<file path="src/rtl/udma_jtag_pkg.sv">
// Shared definitions for the uDMA JTAG receive packer: item size codes,
// the word-buffer entry type and small helpers used by the packer datapath.
package udma_jtag_pkg;

  localparam logic [1:0] SIZE_8B  = 2'b00;
  localparam logic [1:0] SIZE_16B = 2'b01;
  localparam logic [1:0] SIZE_32B = 2'b10;

  typedef struct packed {
    logic [31:0] data;
    logic [3:0]  be;
  } rx_entry_t;

  // Item size code to byte count; the unused code 11 behaves like 32-bit.
  function automatic logic [2:0] size_bytes(input logic [1:0] size);
    logic [2:0] n;
    case (size)
      SIZE_8B:  n = 3'd1;
      SIZE_16B: n = 3'd2;
      default:  n = 3'd4;
    endcase
    return n;
  endfunction

  // Byte enables for lanes 0..cnt-1 of a partially filled word.
  function automatic logic [3:0] lane_mask(input logic [1:0] cnt);
    logic [3:0] m;
    case (cnt)
      2'd1:    m = 4'b0001;
      2'd2:    m = 4'b0011;
      2'd3:    m = 4'b0111;
      default: m = 4'b0000;
    endcase
    return m;
  endfunction

endpackage

</file>
<file path="src/rtl/udma_jtag_rx_fifo.sv">
// Generic synchronous show-ahead FIFO. The head entry is presented whenever
// the FIFO is non-empty and reads as zero when empty. Pointers carry an
// extra wrap bit so full and empty are distinguishable at any fill level.
import udma_jtag_pkg::*;

module udma_jtag_rx_fifo #(
  parameter int  DEPTH   = 4,
  parameter type entry_t = rx_entry_t
) (
  input  logic   clk_i,
  input  logic   rst_ni,
  input  logic   push_i,
  input  entry_t entry_i,
  input  logic   pop_i,
  output entry_t head_o,
  output logic   empty_o,
  output logic   full_o
);

  localparam int AW = $clog2(DEPTH);

  entry_t        mem_q [DEPTH];
  logic [AW:0]   wr_ptr_q, wr_ptr_d;
  logic [AW:0]   rd_ptr_q, rd_ptr_d;
  logic          do_push, do_pop;

  // A full FIFO still takes a push when the head leaves in the same cycle.
  always_comb begin
    empty_o  = (wr_ptr_q == rd_ptr_q);
    full_o   = (wr_ptr_q[AW] != rd_ptr_q[AW]) &&
               (wr_ptr_q[AW-1:0] == rd_ptr_q[AW-1:0]);
    do_pop   = pop_i && !empty_o;
    do_push  = push_i && (!full_o || do_pop);
    wr_ptr_d = wr_ptr_q + (do_push ? (AW+1)'(1) : (AW+1)'(0));
    rd_ptr_d = rd_ptr_q + (do_pop  ? (AW+1)'(1) : (AW+1)'(0));
    head_o   = empty_o ? '0 : mem_q[rd_ptr_q[AW-1:0]];
  end

  // Pointer registers; storage contents are masked while empty so need no reset.
  always_ff @(posedge clk_i) begin
    if (!rst_ni) begin
      wr_ptr_q <= '0;
      rd_ptr_q <= '0;
    end else begin
      wr_ptr_q <= wr_ptr_d;
      rd_ptr_q <= rd_ptr_d;
    end
  end

  // Entry storage written at the tail slot.
  always_ff @(posedge clk_i) begin
    if (do_push) begin
      mem_q[wr_ptr_q[AW-1:0]] <= entry_i;
    end
  end

endmodule

</file>
<file path="src/rtl/udma_jtag_rx_packer.sv">
// Packs 8/16/32-bit JTAG receive items little-endian into 32-bit words with
// byte enables and buffers them for the clock-domain-crossing FIFO.
// Optional feature macro: UDMA_JTAG_RX_OVFCNT_EN adds the saturating
// dropped-word counter on ovf_cnt_o.
import udma_jtag_pkg::*;

module udma_jtag_rx_packer #(
  parameter int FIFO_DEPTH = 4
) (
  input  logic        jtag_tck_i,
  input  logic        jtag_trstn_i,
  input  logic [31:0] data_i,
  input  logic        valid_i,
  input  logic [1:0]  size_i,
  input  logic        flush_i,
  output logic [31:0] data_o,
  output logic [3:0]  be_o,
  output logic        valid_o,
  input  logic        ready_i,
  output logic        ovf_o,
  input  logic        ovf_clr_i
`ifdef UDMA_JTAG_RX_OVFCNT_EN
  ,
  output logic [7:0]  ovf_cnt_o
`endif
);

  logic [31:0] pack_q, pack_d;
  logic [1:0]  cnt_q, cnt_d;
  logic        pend_q, pend_d;
  logic [3:0]  pend_be_q, pend_be_d;
  logic        ovf_q, ovf_d;

  logic [2:0]  n_bytes;
  logic [2:0]  fill_sum;
  logic [31:0] item;
  logic [31:0] merged;
  logic [31:0] pack_mid;
  logic [1:0]  cnt_mid;
  logic        push;
  rx_entry_t   push_entry;
  logic        viol;

  rx_entry_t   head;
  logic        fifo_empty, fifo_full;
  logic        pop;
  logic        word_drop;

  // Packer datapath: a pending word always goes out first; otherwise the
  // item is merged, then a flush emits or defers whatever partial word remains.
  always_comb begin
    n_bytes = size_bytes(size_i);
    case (n_bytes)
      3'd1:    item = data_i & 32'h0000_00FF;
      3'd2:    item = data_i & 32'h0000_FFFF;
      default: item = data_i;
    endcase
    fill_sum = {1'b0, cnt_q} + n_bytes;
    merged   = pack_q | (item << {cnt_q, 3'b000});

    pack_d     = pack_q;
    cnt_d      = cnt_q;
    pend_d     = pend_q;
    pend_be_d  = pend_be_q;
    pack_mid   = pack_q;
    cnt_mid    = cnt_q;
    push       = 1'b0;
    push_entry = '0;
    viol       = 1'b0;

    if (pend_q) begin
      push            = 1'b1;
      push_entry.data = pack_q;
      push_entry.be   = pend_be_q;
      pend_d          = 1'b0;
      pack_d          = 32'h0;
      cnt_d           = 2'd0;
      viol            = valid_i;
    end else begin
      if (valid_i) begin
        if (fill_sum < 3'd4) begin
          pack_mid = merged;
          cnt_mid  = fill_sum[1:0];
        end else if (fill_sum == 3'd4) begin
          push            = 1'b1;
          push_entry.data = merged;
          push_entry.be   = 4'b1111;
          pack_mid        = 32'h0;
          cnt_mid         = 2'd0;
        end else begin
          push            = 1'b1;
          push_entry.data = pack_q;
          push_entry.be   = lane_mask(cnt_q);
          pack_mid        = item;
          if (n_bytes == 3'd4) begin
            pend_d    = 1'b1;
            pend_be_d = 4'b1111;
            cnt_mid   = 2'd0;
          end else begin
            cnt_mid   = n_bytes[1:0];
          end
        end
      end
      pack_d = pack_mid;
      cnt_d  = cnt_mid;
      if (flush_i && (cnt_mid != 2'd0)) begin
        if (!push) begin
          push            = 1'b1;
          push_entry.data = pack_mid;
          push_entry.be   = lane_mask(cnt_mid);
          pack_d          = 32'h0;
          cnt_d           = 2'd0;
        end else begin
          pend_d    = 1'b1;
          pend_be_d = lane_mask(cnt_mid);
          cnt_d     = 2'd0;
        end
      end
    end
  end

  // Drop detection and sticky overflow flag; a new drop beats a clear.
  always_comb begin
    pop       = valid_o && ready_i;
    word_drop = push && fifo_full && !pop;
    ovf_d     = ovf_clr_i ? 1'b0 : ovf_q;
    if (word_drop || viol) begin
      ovf_d = 1'b1;
    end
  end

  // Packer and overflow state registers.
  always_ff @(posedge jtag_tck_i) begin
    if (!jtag_trstn_i) begin
      pack_q    <= 32'h0;
      cnt_q     <= 2'd0;
      pend_q    <= 1'b0;
      pend_be_q <= 4'b0000;
      ovf_q     <= 1'b0;
    end else begin
      pack_q    <= pack_d;
      cnt_q     <= cnt_d;
      pend_q    <= pend_d;
      pend_be_q <= pend_be_d;
      ovf_q     <= ovf_d;
    end
  end

  udma_jtag_rx_fifo #(
    .DEPTH   (FIFO_DEPTH),
    .entry_t (rx_entry_t)
  ) u_fifo (
    .clk_i   (jtag_tck_i),
    .rst_ni  (jtag_trstn_i),
    .push_i  (push),
    .entry_i (push_entry),
    .pop_i   (pop),
    .head_o  (head),
    .empty_o (fifo_empty),
    .full_o  (fifo_full)
  );

  // Output port mapping from the FIFO head.
  always_comb begin
    valid_o = !fifo_empty;
    data_o  = head.data;
    be_o    = head.be;
    ovf_o   = ovf_q;
  end

`ifdef UDMA_JTAG_RX_OVFCNT_EN
  logic [7:0] ovf_cnt_q, ovf_cnt_d;
  logic [1:0] drop_inc;
  logic [8:0] cnt_sum;

  // Saturating dropped-item counter; a clear coinciding with drops leaves 1.
  always_comb begin
    drop_inc = {1'b0, word_drop} + {1'b0, viol};
    cnt_sum  = {1'b0, ovf_cnt_q} + {7'b0, drop_inc};
    if (ovf_clr_i) begin
      ovf_cnt_d = (drop_inc != 2'd0) ? 8'd1 : 8'd0;
    end else begin
      ovf_cnt_d = cnt_sum[8] ? 8'hFF : cnt_sum[7:0];
    end
  end

  // Counter register.
  always_ff @(posedge jtag_tck_i) begin
    if (!jtag_trstn_i) begin
      ovf_cnt_q <= 8'd0;
    end else begin
      ovf_cnt_q <= ovf_cnt_d;
    end
  end

  assign ovf_cnt_o = ovf_cnt_q;
`endif

endmodule

</file>
<file path="config.mk">
export PLATFORM = sky130hd
export DESIGN_NAME = udma_jtag_rx_packer
export DESIGN_NICKNAME = d
export VERILOG_FILES = /design/src/rtl/udma_jtag_pkg.sv /design/src/rtl/udma_jtag_rx_fifo.sv /design/src/rtl/udma_jtag_rx_packer.sv
export SDC_FILE = /design/constraint.sdc
export NUM_CORES = 1
export LEC_CHECK = 0
export CAP_MARGIN = 20
export CORE_MARGIN = 4
export CORE_UTILIZATION = 58
export DETAILED_ROUTE_END_ITERATION = 10
export DONT_BUFFER_PORTS = 1
export GPL_TIMING_DRIVEN = 0
export PLACE_DENSITY = 0.74
export SYNTH_ARGS = -nofsm -noshare
export SYNTH_HDL_FRONTEND = slang
export SYNTH_HIERARCHICAL = 1
export SYNTH_SLANG_ARGS = --single-unit
</file>
<file path="constraint.sdc">
create_clock -name jtag_tck_i -period 8.51 [get_ports jtag_tck_i]
set_clock_uncertainty 0.15 [all_clocks]
set_input_delay 1.702 -clock jtag_tck_i [delete_from_list [all_inputs] [get_ports jtag_tck_i]]
set_output_delay 1.702 -clock jtag_tck_i [all_outputs]
set_load 0.05 [all_outputs]
</file>
==> results.yml <==
clock_tree:
  clock_latency_at_the_later_pin_of_the_worst_skew_pair_ns: 0.44
  cts_root_buf: "clkbuf_16"
  cts.htree.levels: 4
  clock_tree_from_tritoncts: "done"
  cts_num_sinks: 190
  cts-hold-fix-buffers: 0
  largest_buffer_count_on_any_clock_path: 2
  post_cts.repair.setup_buffers: 0
  cts-resized-gates: 0
  cts_buffers: 17
  clk_pin_slew_worst_paths_ns: 0.08
synth:
  synthesis.nets: 788
  synth_area_leaders: "edfxtp_1 46%, dfxtp_1 9.9%, mux4_2 8.7%"
  syn_area_per_cell_sq_um: 12.56
  seq_area_frac_synth_pct: 56.35
  yosysUniqueCellTypes: 68
  synth_top_area_share_pct: 46.46
  synth_edf_count: 144
  synth_cells: 741
  synth_flop_cell: "edfxtp_1"
  netlist.top_cell.by_area: "edfxtp_1"
  syn_warnings: 6
  synth-seq-cells: 190
  synth_async_sr_flop_share_pct: 0
  mappedNetlistArea_sq_um: 9308
placement:
  place_area_sq_um: 9744
  placedCellCount: 969
  numPortBuffers: 0
  place.detailed.hpwl_mm: 19.29
  gp_congestion: 0.9756
power:
  ir_drop_worst_case_vdd_mv: 0.1513
  leakagePower_nw: 3.584
  cellPowerDensity_nw_per_um2: 262.0
  power_frac_comb_pct: 28.1
  clockPowerShare_pct: 30.3
  internal_power_mw: 1.738
  net-switching-power_mw: 0.9808
  netSwitchingFraction_pct: 36.08
  sequentialPowerShare_pct: 41.6
sta:
  finalSetupViolCount: 0
  finalSetupTns_ns: 0
  fmax_mhz: 181.5
  finalWorstPathRequiredPeriod_ns: 5.509
  final_period_util_pct: 64.74
  grt_setup_unrepaired: "no"
  slew-limit-headroom_pct: 33.36
  max_slew.worst_pin.slew_ns: 0.9976
  final_hold_viol_count: 0
  drv_slew: 0
run_status:
  status: "finished clean"
detailed_routing:
  post_drt_via_cell_ratio: 6.671
  wire_per_inst_um: 25.91
  routed-via-count: 6684
  antenna_violating_nets_post_route: 0
  drt_iter0_drc: 779
  detailedRoute.firstPassIterationCount: 6
  sum_of_routed_wire_length_over_all_layers_mm: 25.96
  route.detailed.drc: 0
floorplan:
  design.die.area_sq_um: 18140
  floorplan.io_pins: 78
  chipHeight_um: 134.7
  dieWidth_um: 134.7
  floorplan.rows: 46
  placeableCoreArea_sq_um: 15830
  floorplan.initialDensity_pct: 58.81
global_routing:
  antenna_found_initial: 0
  global_route.overflow_total: 0
  grtUsageTotal_pct: 29.29
  wire_length_of_the_first_global_routing_pass_mm: 39.59
  grt_start_max_net_pins: 30
  first_global_vias: 6698
final_layout:
  antenna_cells: 0
  fin_cells: 1002
  layout.nets: 820
  final_layout_size_suffix_gt1_share_pct: 20.36
  syn_to_final_growth_pct: 11.47
  fin_area_sq_um: 10380
setup_path:
  worst-endpoint-arrival_ns: 5.51
  worstSetupPathType: "input pin to flop"
  critical_path.top_delay_family: "simple AND/OR/NAND/NOR gates"
  worstPathMaxFanout: 11
  crit_path_cells: "buf_2 -> nor2_1 -> ha_1 -> inv_1 -> fa_1 -> xnor2_2 -> nand2_1 -> nand2_1 -> nor2_4 -> inv_2 -> o41ai_2 -> nor3b_2 -> buf_6 -> buf_4 -> buf_6"
  startpoint_type: "input pin"
  timing.critical_path.required_ns: 8.51
  critical_path_buf_inv_count: 6
  critical-path-max-stage-delay_ns: 0.73
  critical_path.endpoint_type: "flop"
  critical-path-slowest-cell: "nor3b_2"
flow_run:
  max-cap-violations: 0
worst_hold_path:
  min-delay-path-class: "flop to flop"
[worst min-delay path: cells and delay by family (launching register included)]
family | cells | cell delay [ns]
flip-flops | 1 | 0.32
AND/OR/NAND/NOR | 1 | 0.05
AO/OA/AOI/OAI | 1 | 0.05
[kinds of logic after synthesis]
family                     Yosys count  share of synthesized area (%)
AOI/OAI and AO/OA                  207                          15.02
xor gates and xnor gates             7                         0.9814
adders and majority gates            7                          1.022
buffers and inverters               62                          3.818
DFF                                190                          56.35
muxes                               50                          10.35
and+or+nand+nor                    218                          12.46
[area by class of cell]
type	count	area, sq um
clock inverter	15	200.2
fill	1162	5453
timing repair buffer	13	148.9
sequential	190	5245
clock buffer	17	425.4
multi-input combinational	489	3730
buffer	44	287.8
tap	216	270.3
inverter	18	67.56
[final timing paths]
check / depth (start not counted) / startpoint / slack, ns / to
setup / recovery: 15 / size_i[1] / 3.00 / u_fifo/mem_q[2][5]
hold / removal: 2 / pack_q[5] / 0.32 / pack_q[5]
setup reg to reg: 14 / cnt_q[1] / 3.79 / u_fifo/mem_q[2][5]
hold reg to reg: 2 / pack_q[5] / 0.32 / pack_q[5]
[cells in the final DEF, fill, tap and decap left out, drive strengths merged, types with 3 or more instances in the layout]
| cell | count |
|---|---|
| a21oi | 66 |
| o31ai | 13 |
| a22oi | 5 |
| nand3 | 17 |
| a211oi | 5 |
| mux4 | 36 |
| nor2b | 47 |
| and3 | 4 |
| clkinv | 5 |
| nand2b | 15 |
| clkbuf | 26 |
| ha | 6 |
| xor2 | 5 |
| nor3b | 4 |
| a32o | 3 |
| o22a | 8 |
| a221oi | 3 |
| a32oi | 3 |
| inv | 27 |
| nand2 | 36 |
| nor2 | 55 |
| o221ai | 8 |
| or3 | 5 |
| mux2 | 10 |
| o22ai | 19 |
| nor3 | 15 |
| a21o | 11 |
| o21ai | 33 |
| edfxtp | 144 |
| buf | 48 |
| a221o | 6 |
| nand3b | 6 |
| dfxtp | 46 |
| a31oi | 14 |
| and2 | 8 |
| mux2i | 4 |
[metrics by stage]
stage | util [%] | total power [mW] | hold WS, ns | setup slack [ns]
6_report | 65.55 | 2.718 | 0.3182 | 3.001
2_1_floorplan | - | 1.740 | 0.2857 | 1.717
4_1_cts | 65.52 | 2.723 | 0.3171 | 2.982
5_1_grt | 65.55 | 2.816 | 0.3410 | 2.785
3_5_place_dp | 61.57 | 1.911 | 0.3056 | 2.506
3_3_place_gp | 60.51 | 1.880 | 0.2940 | -0.8366
[flip-flops by register name, summed over array words and instances (netlist names)]
signal	flops
pend_be_q	4
u_fifo/wr_ptr_q	3
cnt_q	2
u_fifo/mem_q	144
pack_q	32
u_fifo/rd_ptr_q	3
ovf_o	1
pend_q	1
[cells in the mapped netlist, types with 4 or more instances]
cell and instances:
edfxtp_1 144, a21oi_1 63, nor2_1 52, dfxtp_1 46, nor2b_1 46, mux4_2 36
nand2_1 36, o21ai_0 26, buf_2 20, o22ai_1 19, inv_1 16, nand3_1 16
nand2b_1 15, nor3_1 15, a31oi_1 14, a21o_1 11, mux2_2 10, and2_1 8
buf_6 8, clkbuf_1 8, o22a_1 8, buf_4 7, o221ai_1 7, o31ai_2 7
a221o_1 6, ha_1 6, nand3b_1 6, o21ai_1 6, o31ai_1 6, a211oi_1 5
a22oi_1 5, mux2i_1 4, or3_1 4
[power by group through the flow]
| stage | Sequential, mW | Combinational [mW] | Clock [mW] |
|---|---|---|---|
| final | 1.13 | 0.764 | 0.823 |
| after global routing | 1.14 | 0.807 | 0.871 |
| after CTS | 1.13 | 0.762 | 0.830 |
| after detailed placement | 1.15 | 0.760 | 0 |
| after global placement | 1.15 | 0.725 | 0 |
| after floorplan | 1.15 | 0.594 | 0 |
[layer usage]
| layer | share of wire, % | vias up | GRT usage, % |
|---|---|---|---|
| met3 | 8.8 | 53 | 6.259 |
| met1 | 42 | 3350 | 41.45 |
| met2 | 47 | 354 | 45.64 |
| li1 | - | 2927 | - |
| met5 | 0 | - | 0 |
| met4 | 2.5 | 0 | 9.898 |
(Power assumes the default switching activity.)
